<file path="config.mk">
export PLATFORM = sky130hd
export DESIGN_NAME = iir_biquad_cascade_flat
export DESIGN_NICKNAME = d
export VERILOG_FILES = /design/src/rtl/iir_biquad_cascade_if.sv /design/src/rtl/iir_biquad_cascade.sv /design/src/flat_wrapper.sv
export SDC_FILE = /design/constraint.sdc
export NUM_CORES = 2
export LEC_CHECK = 0
export CAP_MARGIN = 20
export CELL_PAD_IN_SITES_DETAIL_PLACEMENT = 1
export CELL_PAD_IN_SITES_GLOBAL_PLACEMENT = 2
export CORE_MARGIN = 2
export CORE_UTILIZATION = 41
export CTS_BUF_LIST = sky130_fd_sc_hd__clkbuf_8
export DETAILED_ROUTE_END_ITERATION = 16
export GPL_ROUTABILITY_DRIVEN = 0
export PLACE_DENSITY_LB_ADDON = 0.1
export SETUP_SLACK_MARGIN = 0.02
export SYNTH_ARGS = -nofsm -noshare
export SYNTH_HDL_FRONTEND = slang
export SYNTH_SLANG_ARGS = --single-unit
</file>
<file path="constraint.sdc">
create_clock -name clk -period 12.6 [get_ports clk]
set_input_delay 1.89 -clock clk [delete_from_list [all_inputs] [get_ports clk]]
set_output_delay 1.89 -clock clk [all_outputs]
set_load 0.02 [all_outputs]
</file>
<file path="src/rtl/iir_biquad_cascade_if.sv">
// Sample stream, coefficient write port and state-clear strobe of the biquad cascade.
// The slave modport faces the filter and the master modport faces its driver.
interface iir_biquad_cascade_if #(
    parameter int DATA_W = 16,
    parameter int COEF_W = 18,
    parameter int N_SEC  = 4,
    parameter int N_CH   = 2
);
    localparam int CH_W   = (N_CH > 1) ? $clog2(N_CH) : 1;
    localparam int ADDR_W = $clog2(N_SEC * 5);

    logic                     i_valid;
    logic                     o_ready;
    logic [CH_W-1:0]          i_ch;
    logic signed [DATA_W-1:0] audio_in;
    logic                     o_valid;
    logic [CH_W-1:0]          o_ch;
    logic signed [DATA_W-1:0] audio_out;
    logic                     o_sat;
    logic                     i_coef_we;
    logic [ADDR_W-1:0]        i_coef_addr;
    logic signed [COEF_W-1:0] i_coef_data;
    logic                     i_clear;

    modport slave (
        input  i_valid, i_ch, audio_in, i_coef_we, i_coef_addr, i_coef_data, i_clear,
        output o_ready, o_valid, o_ch, audio_out, o_sat
    );

    modport master (
        output i_valid, i_ch, audio_in, i_coef_we, i_coef_addr, i_coef_data, i_clear,
        input  o_ready, o_valid, o_ch, audio_out, o_sat
    );
endinterface

</file>
<file path="src/rtl/iir_biquad_cascade.sv">
// Multi-channel cascade of Direct-Form-I biquads sharing one multiplier.
// Each section takes five MAC cycles; the saturated result of a section feeds the next one.
module iir_biquad_cascade #(
    parameter int DATA_W = 16,
    parameter int COEF_W = 18,
    parameter int FRAC_W = 14,
    parameter int N_SEC  = 4,
    parameter int N_CH   = 2
) (
    input  logic                  clk,
    input  logic                  i_rst_n,
    iir_biquad_cascade_if.slave   bus
);
    localparam int CH_W   = (N_CH > 1) ? $clog2(N_CH) : 1;
    localparam int SEC_W  = (N_SEC > 1) ? $clog2(N_SEC) : 1;
    localparam int N_COEF = N_SEC * 5;
    localparam int ADDR_W = $clog2(N_COEF);
    localparam int ACC_W  = DATA_W + COEF_W + 3;
    localparam int PROD_W = DATA_W + COEF_W;

    localparam logic signed [COEF_W-1:0] COEF_ONE = COEF_W'(2 ** FRAC_W);
    localparam logic signed [ACC_W-1:0]  Y_MAX    = ACC_W'(2 ** (DATA_W - 1) - 1);
    localparam logic signed [ACC_W-1:0]  Y_MIN    = ~Y_MAX;

    typedef enum logic [1:0] {IDLE, MAC, OUT} state_t;

    state_t state, state_nx;

    logic signed [COEF_W-1:0] coef_q [N_COEF];
    logic signed [DATA_W-1:0] x1_q [N_CH][N_SEC];
    logic signed [DATA_W-1:0] x2_q [N_CH][N_SEC];
    logic signed [DATA_W-1:0] y1_q [N_CH][N_SEC];
    logic signed [DATA_W-1:0] y2_q [N_CH][N_SEC];

    logic [SEC_W-1:0]         sec;
    logic [2:0]               k;
    logic signed [ACC_W-1:0]  acc;
    logic signed [DATA_W-1:0] cur_x;
    logic [CH_W-1:0]          ch_q;
    logic                     sat_any;

    logic                     accept;
    logic                     last_tap;
    logic                     last_sec;
    logic [ADDR_W-1:0]        coef_idx;
    logic signed [COEF_W-1:0] coef_sel;
    logic signed [DATA_W-1:0] operand;
    logic signed [PROD_W-1:0] prod;
    logic signed [ACC_W-1:0]  prod_ext;
    logic signed [ACC_W-1:0]  acc_nx;
    logic signed [ACC_W-1:0]  shifted;
    logic signed [DATA_W-1:0] y_sat;
    logic                     sat_now;

    assign accept   = bus.i_valid && (state == IDLE);
    assign last_tap = (k == 3'd4);
    assign last_sec = (sec == SEC_W'(N_SEC - 1));

    // Shared MAC datapath: tap k selects both the coefficient and the delay-line operand.
    always_comb begin
        // NOTE: every comb output gets a default first so no path can infer a latch.
        operand  = cur_x;
        coef_idx = ADDR_W'(sec) * ADDR_W'(5) + ADDR_W'(k);
        coef_sel = coef_q[coef_idx];
        unique case (k)
            3'd1:    operand = x1_q[ch_q][sec];
            3'd2:    operand = x2_q[ch_q][sec];
            3'd3:    operand = y1_q[ch_q][sec];
            3'd4:    operand = y2_q[ch_q][sec];
            default: operand = cur_x;
        endcase
        prod     = coef_sel * operand;
        prod_ext = ACC_W'(prod);
        acc_nx   = (k >= 3'd3) ? (acc - prod_ext) : (acc + prod_ext);
        shifted  = acc_nx >>> FRAC_W;
        sat_now  = 1'b0;
        y_sat    = shifted[DATA_W-1:0];
        if (shifted > Y_MAX) begin
            y_sat   = Y_MAX[DATA_W-1:0];
            sat_now = 1'b1;
        end else if (shifted < Y_MIN) begin
            y_sat   = Y_MIN[DATA_W-1:0];
            sat_now = 1'b1;
        end
    end

    always_ff @(posedge clk or negedge i_rst_n) begin
        if (!i_rst_n) begin
            state <= IDLE;
        end else begin
            // NOTE: sequential state is always assigned with <= so all flops update together.
            state <= state_nx;
        end
    end

    always_comb begin
        state_nx = state;
        unique case (state)
            IDLE:    if (accept) state_nx = MAC;
            MAC:     if (last_tap && last_sec) state_nx = OUT;
            OUT:     state_nx = IDLE;
            default: state_nx = IDLE;
        endcase
    end

    always_comb begin
        bus.o_ready = (state == IDLE);
    end

    always_ff @(posedge clk or negedge i_rst_n) begin
        if (!i_rst_n) begin
            // NOTE: coefficients and delay lines are flop arrays, so they can be reset to a
            // known passthrough/zero state; a RAM macro would need an explicit init sequence.
            for (int a = 0; a < N_COEF; a++) begin
                coef_q[a] <= ((a % 5) == 0) ? COEF_ONE : '0;
            end
            for (int c = 0; c < N_CH; c++) begin
                for (int s = 0; s < N_SEC; s++) begin
                    x1_q[c][s] <= '0;
                    x2_q[c][s] <= '0;
                    y1_q[c][s] <= '0;
                    y2_q[c][s] <= '0;
                end
            end
            sec           <= '0;
            k             <= '0;
            acc           <= '0;
            cur_x         <= '0;
            ch_q          <= '0;
            sat_any       <= 1'b0;
            bus.o_valid   <= 1'b0;
            bus.o_ch      <= '0;
            bus.audio_out <= '0;
            bus.o_sat     <= 1'b0;
        end else begin
            bus.o_valid <= 1'b0;
            unique case (state)
                IDLE: begin
                    if (bus.i_coef_we && (32'(bus.i_coef_addr) < N_COEF)) begin
                        coef_q[bus.i_coef_addr] <= bus.i_coef_data;
                    end
                    if (bus.i_clear) begin
                        for (int c = 0; c < N_CH; c++) begin
                            for (int s = 0; s < N_SEC; s++) begin
                                x1_q[c][s] <= '0;
                                x2_q[c][s] <= '0;
                                y1_q[c][s] <= '0;
                                y2_q[c][s] <= '0;
                            end
                        end
                    end
                    if (accept) begin
                        sec     <= '0;
                        k       <= '0;
                        acc     <= '0;
                        cur_x   <= bus.audio_in;
                        ch_q    <= (32'(bus.i_ch) < N_CH) ? bus.i_ch : '0;
                        sat_any <= 1'b0;
                    end
                end
                MAC: begin
                    if (last_tap) begin
                        x2_q[ch_q][sec] <= x1_q[ch_q][sec];
                        x1_q[ch_q][sec] <= cur_x;
                        y2_q[ch_q][sec] <= y1_q[ch_q][sec];
                        y1_q[ch_q][sec] <= y_sat;
                        cur_x           <= y_sat;
                        sat_any         <= sat_any | sat_now;
                        acc             <= '0;
                        k               <= '0;
                        if (!last_sec) sec <= sec + 1'b1;
                    end else begin
                        acc <= acc_nx;
                        k   <= k + 3'd1;
                    end
                end
                OUT: begin
                    // cur_x now holds the last section's output.
                    bus.o_valid   <= 1'b1;
                    bus.audio_out <= cur_x;
                    bus.o_ch      <= ch_q;
                    bus.o_sat     <= sat_any;
                end
                default: ;
            endcase
        end
    end
endmodule

</file>
<file path="src/flat_wrapper.sv">
// flat-port wrapper written by rule: the top's interface ports become plain ports
module iir_biquad_cascade_flat 
#(
    parameter int DATA_W = 16,
    parameter int COEF_W = 18,
    parameter int FRAC_W = 14,
    parameter int N_SEC  = 4,
    parameter int N_CH   = 2
)
  (clk, i_rst_n, bus_i_valid, bus_i_ch, bus_audio_in, bus_i_coef_we, bus_i_coef_addr, bus_i_coef_data, bus_i_clear, bus_o_ready, bus_o_valid, bus_o_ch, bus_audio_out, bus_o_sat);
  iir_biquad_cascade_if #(.DATA_W(DATA_W), .COEF_W(COEF_W), .N_SEC(N_SEC), .N_CH(N_CH)) bus_i ();
  input  logic clk;
  input  logic i_rst_n;
  input wire logic [$bits(bus_i.i_valid)-1:0] bus_i_valid;
  input wire logic [$bits(bus_i.i_ch)-1:0] bus_i_ch;
  input wire logic [$bits(bus_i.audio_in)-1:0] bus_audio_in;
  input wire logic [$bits(bus_i.i_coef_we)-1:0] bus_i_coef_we;
  input wire logic [$bits(bus_i.i_coef_addr)-1:0] bus_i_coef_addr;
  input wire logic [$bits(bus_i.i_coef_data)-1:0] bus_i_coef_data;
  input wire logic [$bits(bus_i.i_clear)-1:0] bus_i_clear;
  output wire logic [$bits(bus_i.o_ready)-1:0] bus_o_ready;
  output wire logic [$bits(bus_i.o_valid)-1:0] bus_o_valid;
  output wire logic [$bits(bus_i.o_ch)-1:0] bus_o_ch;
  output wire logic [$bits(bus_i.audio_out)-1:0] bus_audio_out;
  output wire logic [$bits(bus_i.o_sat)-1:0] bus_o_sat;
  assign bus_i.i_valid = bus_i_valid;
  assign bus_i.i_ch = bus_i_ch;
  assign bus_i.audio_in = bus_audio_in;
  assign bus_i.i_coef_we = bus_i_coef_we;
  assign bus_i.i_coef_addr = bus_i_coef_addr;
  assign bus_i.i_coef_data = bus_i_coef_data;
  assign bus_i.i_clear = bus_i_clear;
  assign bus_o_ready = bus_i.o_ready;
  assign bus_o_valid = bus_i.o_valid;
  assign bus_o_ch = bus_i.o_ch;
  assign bus_audio_out = bus_i.audio_out;
  assign bus_o_sat = bus_i.o_sat;
  iir_biquad_cascade #(.DATA_W(DATA_W), .COEF_W(COEF_W), .FRAC_W(FRAC_W), .N_SEC(N_SEC), .N_CH(N_CH)) u_core (.clk(clk), .i_rst_n(i_rst_n), .bus(bus_i));
endmodule
</file>
---- Word-level counts from Yosys, hierarchy flattened ----
Cells that the tools add are included.
operators by class
  $mul .................................... 2
  reduce and logical (&&, ||, !) cells .... 15
  multiplexer cells ....................... 73
  add/sub/neg operators ................... 5
  equal/unequal tests ..................... 12
  bitwise operators ....................... 5
  $lt $le $gt $ge ......................... 11
operators with widths
  operator              number
  $pmux 128 s2          4
  $mux 64               13
  $mux 128              5
  $bwmux 128            4
  $bwmux 360            1
  $mux 16               13
  $bmux 16 s2           4
  $mux 37               3
  $bmux 18 s5           1
  $demux 18 s5          1
  $pmux 37 s2           1
  $demux 64 s1          1
  $pmux 16 s4           1
  $mux 18               3
  $add 37x34->37        1
  $sub 37x34->37        1
  $mul 18x16->34        1
  $demux 16 s2          1
  $pmux 16 s2           1
  $gt 23x16->1 const B  1
  $lt 23x16->1 const B  1
  $ge 6x6->1 const B    2
  $not 5->6             2
  $mux 2                5
  32 further kinds      52
word-level totals
  input bits .............................. 45
  bits in registers ....................... 953
  output and inout bits ................... 20
  logic and storage cells ................. 186

---- Depth between registers and ports, before layout ----
  depth in word-level cells ............... 17
  depth in mapped cells ................... 53
  mapped depth without buffers ............ 46

---- Least setup slack after synthesis ----
No wires, ideal clock.
  path type ............................... register -> register
  start point ............................. register u_core.sec[0]
  end point ............................... register u_core.cur_x[1]
  period minus slack after synthesis ...... 12.957 ns
  buffers on the path ..................... 7
  cell stages (with the launch flop) ...... 45
  required time ........................... 12.464 ns
  slack ................................... -0.357 ns
  arrival ................................. 12.821 ns
  library setup time ...................... 0.136 ns
  cell sequence ........................... dfrtp_1 -> ha_1 -> clkbuf_1 -> clkbuf_1 -> buf_1 -> clkbuf_1 -> mux4_2 -> mux2i_1 -> nor2_1 -> a21oi_1 -> o22a_1 -> nor2_1 -> fa_1 -> inv_1 -> fa_1 -> fa_1 -> inv_1 -> fa_1 -> [... 9 more ...] -> nand4bb_1 -> or4_1 -> o41a_1 -> xor2_1 -> ha_1 -> a211oi_1 -> nor3b_1 -> a311o_1 -> or4_1 -> o211ai_1 -> a21o_1 -> o31a_1 -> nand2_1 -> or4_1 -> clkbuf_1 -> buf_2 -> a21oi_2 -> o21ai_0
on the way
  cells in the longest elaborated chain, start to end .. 14
  elaborated cells between the ends (all ways) .. 30
  those cells by class .................... 3 x add/sub; 2 x mul; 2 x order compare; 21 x mux; 2 x bitwise
ends and longest elaborated chain
  element                                           RTL line                   text
  start, declared                                   iir_biquad_cascade.sv:35   logic [SEC_W-1:0] sec;
  start signal, assigned                            iir_biquad_cascade.sv:171  if (!last_sec) sec <= sec + 1'b1;
  $mul 2x3->5                                       iir_biquad_cascade.sv:63   coef_idx = ADDR_W'(sec) * ADDR_W'(5) + ADDR_W'(k);
  $add 5x3->5                                       iir_biquad_cascade.sv:63
  $not 5->6 (implied by the code)                   iir_biquad_cascade.sv:64   coef_sel = coef_q[coef_idx];
  $bmux 18 s5                                       iir_biquad_cascade.sv:64
  $mux 18 (implied by the code) (2 in series)       iir_biquad_cascade.sv:64
  $mul 18x16->34 *                                  iir_biquad_cascade.sv:72   prod = coef_sel * operand;
  $add 37x34->37 or $sub 37x34->37 (tied branches)  iir_biquad_cascade.sv:74   acc_nx = (k >= 3'd3) ? (acc - prod_ext) : (acc + prod_ext);
  $mux 37 *                                         iir_biquad_cascade.sv:74
  $lt 23x16->1                                      iir_biquad_cascade.sv:81   end else if (shifted < Y_MIN) begin
  $mux 16                                           iir_biquad_cascade.sv:81
  $mux 16 *                                         iir_biquad_cascade.sv:78   if (shifted > Y_MAX) begin
  $mux 16 *                                         iir_biquad_cascade.sv:162  if (last_tap) begin
  $pmux 16 s2 *                                     iir_biquad_cascade.sv:137  unique case (state)
  end signal, assigned                              iir_biquad_cascade.sv:156  cur_x <= bus.audio_in;
  end signal, assigned                              iir_biquad_cascade.sv:167  cur_x <= y_sat;
  end, declared                                     iir_biquad_cascade.sv:38   logic signed [DATA_W-1:0] cur_x;
Every way passes the cells marked *; elsewhere a longest branch is shown, timed or not. The select of a mux whose other input is x is not followed.
A chain may end at the register's enable or synchronous reset.

---- Worst setup path in the final report ----
  start point ............................. register u_core.sec[0]
  end point ............................... register u_core.y1_q[25] (netlist name)
on the way
  cells in the longest elaborated chain, start to end .. 15
  elaborated cells between the ends (all ways) .. 38
  those cells by class .................... 3 x add/sub; 2 x mul; 4 x order compare; 26 x mux; 2 x bitwise; 1 x reduce/logical
ends and longest elaborated chain
  element                                           RTL line                   text
  $mul 2x3->5                                       iir_biquad_cascade.sv:63
  $add 5x3->5                                       iir_biquad_cascade.sv:63
  $not 5->6 (implied by the code)                   iir_biquad_cascade.sv:64
  $bmux 18 s5                                       iir_biquad_cascade.sv:64
  $mux 18 (implied by the code) (2 in series)       iir_biquad_cascade.sv:64
  $mul 18x16->34                                    iir_biquad_cascade.sv:72
  $add 37x34->37 or $sub 37x34->37 (tied branches)  iir_biquad_cascade.sv:74
  $mux 37                                           iir_biquad_cascade.sv:74
  $lt 23x16->1                                      iir_biquad_cascade.sv:81
  $mux 16                                           iir_biquad_cascade.sv:81
  $mux 16                                           iir_biquad_cascade.sv:78
  $bwmux 128 *                                      iir_biquad_cascade.sv:166  y1_q[ch_q][sec] <= y_sat;
  $mux 128 *                                        iir_biquad_cascade.sv:162
  $pmux 128 s2 *                                    iir_biquad_cascade.sv:137
  end signal, assigned by index                     iir_biquad_cascade.sv:166
  end, declared                                     iir_biquad_cascade.sv:32   logic signed [DATA_W-1:0] y1_q [N_CH][N_SEC];
Marks and branches as above.

==> impl_metrics.json <==
{
  "status": "completed",
  "crit_required_ns": 13.32,
  "numCtsBuffers": 171,
  "synth.top_cell.area_share_pct": 41.9,
  "io_pins": 65,
  "synthMostInstantiatedCell": "dfrtp_1",
  "grt_pass1_vias": 45800,
  "synth_edf_count": 0,
  "grt_pass1_wl_um": 288000,
  "setup_tns_ns": 0,
  "dp_hpwl_um": 126000,
  "dieArea_sq_um": 141000,
  "synth_cells": 5139,
  "area.growth.synth_to_final_pct": 17.3,
  "r2r_setup_slack_ns": 0.37,
  "cts_root_buf": "clkbuf_8",
  "port_buffers": 64,
  "die_y_um": 376,
  "ys_types": 83,
  "cp-end-kind": "register",
  "wire_per_inst_um": 25.4,
  "synth_warnings": 0,
  "fin_crit_sh_pct": 97.1,
  "maxCapViolCount": 0,
  "syn_area_sq_um": 56700,
  "grt_remaining_overflow": 0,
  "vias_per_cell": 5.64,
  "start_util_pct": 41.3,
  "fin_worst_skew_ns": 0.0430,
  "final_nets": 5938,
  "avgSynthCellArea_sq_um": 11.0,
  "yosys-top-cells-area": "dfrtp_1 (42%), fa_1 (10%), mux4_2 (8.5%)",
  "timing.fmax_mhz": 81.8,
  "postRouteAntennaNets": 0,
  "cts_tree": "done",
  "multiInputGateArea_sq_um": 30900,
  "ys_ff_latch": 953,
  "hold_viol_final": 0,
  "die_x_um": 376,
  "drv_slew": 0,
  "design.core.area_sq_um": 137000,
  "track_usage_pct": 26.8,
  "clkSlewWorstSetupHoldPaths_ns": 0.07,
  "grt_max_degree": 166,
  "min-delay-path-class": "reg2reg",
  "slowest_delay_ns": 0.58,
  "num_rows": 136,
  "critPathLaunchType": "register",
  "setup_violations": 0,
  "netlist_top_cells_count": "dfrtp_1 (949), nand2_1 (523), o21ai_0 (438)",
  "synth_nets": 5614,
  "drc": 0,
  "htree_levels": 4,
  "antenna_found_initial": 3,
  "yosysTopAreaCell": "dfrtp_1",
  "fin_crit_ns": 12.23,
  "drt-total-wl_um": 188000,
  "fill_cells": 14600,
  "synth_ff_type": "dfrtp_1",
  "clk_latency_ns": 0.89,
  "final_area_sq_um": 66500,
  "whs_path_depth": 2,
  "ff_latch_area_sq_um": 23900,
  "drive_gt1_share_pct": 26.2,
  "async_flop_share_pct": 100,
  "yosysSeqAreaShare_pct": 42.1,
  "cp_common_cell": "fa_1",
  "vias": 41700,
  "drt_pass1_iterations": 7,
  "crit_slowest_cell": "mux4_2",
  "cp_max_fo": 7,
  "drtIter0Drc": 2533,
  "pre_cts_slack_ns": -0.198,
  "relSlewSlack_pct": 27.4,
  "tightest_slew_ns": 1.09,
  "clkSinkCount": 953,
  "clock_path_buffers": 3,
  "hold_buffers": 0,
  "postPlaceCellArea_sq_um": 61800,
  "critical_path_class": "reg2reg",
  "finalWorstSetupSlack_ns": 0.368,
  "critPathArrivalTime_ns": 12.95,
  "reg2regPathDepth": 42
}
[critical path: cells and delay by family, from the launching register on]
family,cells,cell delay [ns]
fa+ha+maj,10,4.31
simple gates,11,3.01
xor+xnor,2,0.36
flops,1,0.53
compound gates,10,2.39
mux,1,0.58
buf+inv,8,0.86
[per-layer routing]
layer | vias to the layer above | global-route usage (%) | wire [um]
li1 | 18700 | - | -
met1 | 22100 | 34.9 | 82000
met2 | 668 | 46.8 | 95300
met3 | 260 | 2.86 | 5370
met4 | 0 | 8.33 | 5490
met5 | - | 0 | 0
[final timing paths]
kind | start | endpoint
min in group asynchronous | i_rst_n | u_core.x2_q[57]
hold / removal | u_core.x2_q[44] | u_core.x2_q[44]
setup reg to reg | u_core.sec[0] | u_core.y1_q[25]
setup / recovery | u_core.sec[0] | u_core.y1_q[25]
hold reg to reg | u_core.x2_q[44] | u_core.x2_q[44]
max in group asynchronous | i_rst_n | u_core.acc[13]
[state kept, by name (all words and copies together), names as in the netlist, 2 cells and up]
| signal | count |
|---|---|
| u_core.coef_q | 360 |
| u_core.x1_q | 128 |
| u_core.x2_q | 128 |
| u_core.y1_q | 128 |
| u_core.y2_q | 128 |
| u_core.acc | 37 |
| u_core.bus.audio_out | 16 |
| u_core.cur_x | 16 |
| u_core.k | 3 |
| u_core.sec | 2 |
| u_core.state | 2 |
[cells in the final DEF, fill, tap and decap left out, types with 213 or more instances in the layout]
master    Yosys  routed
dfrtp_1     949     947
o21ai_0     438     427
mux4_2      213     213
buf_4         1     395
nand2_1     523     516
mux2_2      397     397
fa_1        293     290
nor2_1      272     252
clkbuf_8      0     213
inv_1       351     409
nand3_1     303     299
[stage by stage]
stage / utilization (%) / hold slack (ns) / std cells
after floorplan: - / 0.443 / 5139
after global placement: 45.0 / 0.457 / 7015
after detailed placement: 45.0 / 0.468 / 7017
after CTS: 47.6 / 0.481 / 7327
after global routing: 48.4 / 0.499 / 7391
final: 48.5 / 0.478 / 7395
[kinds of logic (layout without fill, tap and decap cells)]
family / Yosys count / after routing / synth area share, %
and+or+nand+nor: 1236 / 1236 / 9.50
AOI/OAI and AO/OA: 1000 / 1000 / 10.7
DFF: 953 / 953 / 42.1
buffers and inverters: 718 / 1175 / 4.79
muxes: 708 / 708 / 18.1
adders and majority gates: 430 / 430 / 13.4
xor gates and xnor gates: 94 / 94 / 1.49
other: 0 / 5 / 0
[what timing repair did]
action,CTS,global route
buffers inserted,4,56
resized for setup,15,98
pin swaps,0,34
setup endpoints to repair,127,146
cloned,0,5
[cell type report]
type	instances	share of cell area (%)
Antenna cell	5	0.0188
Multi-Input combinational cell	3468	46.4
Inverter	353	2.01
Clock buffer	213	4.41
Clock inverter	93	0.826
Tap cell	1794	3.37
Sequential cell	953	35.9
Timing Repair Buffer	516	7.09
Power is not shown: default switching activity piles up to over one toggle a cycle in this logic, so the estimate is an artifact.
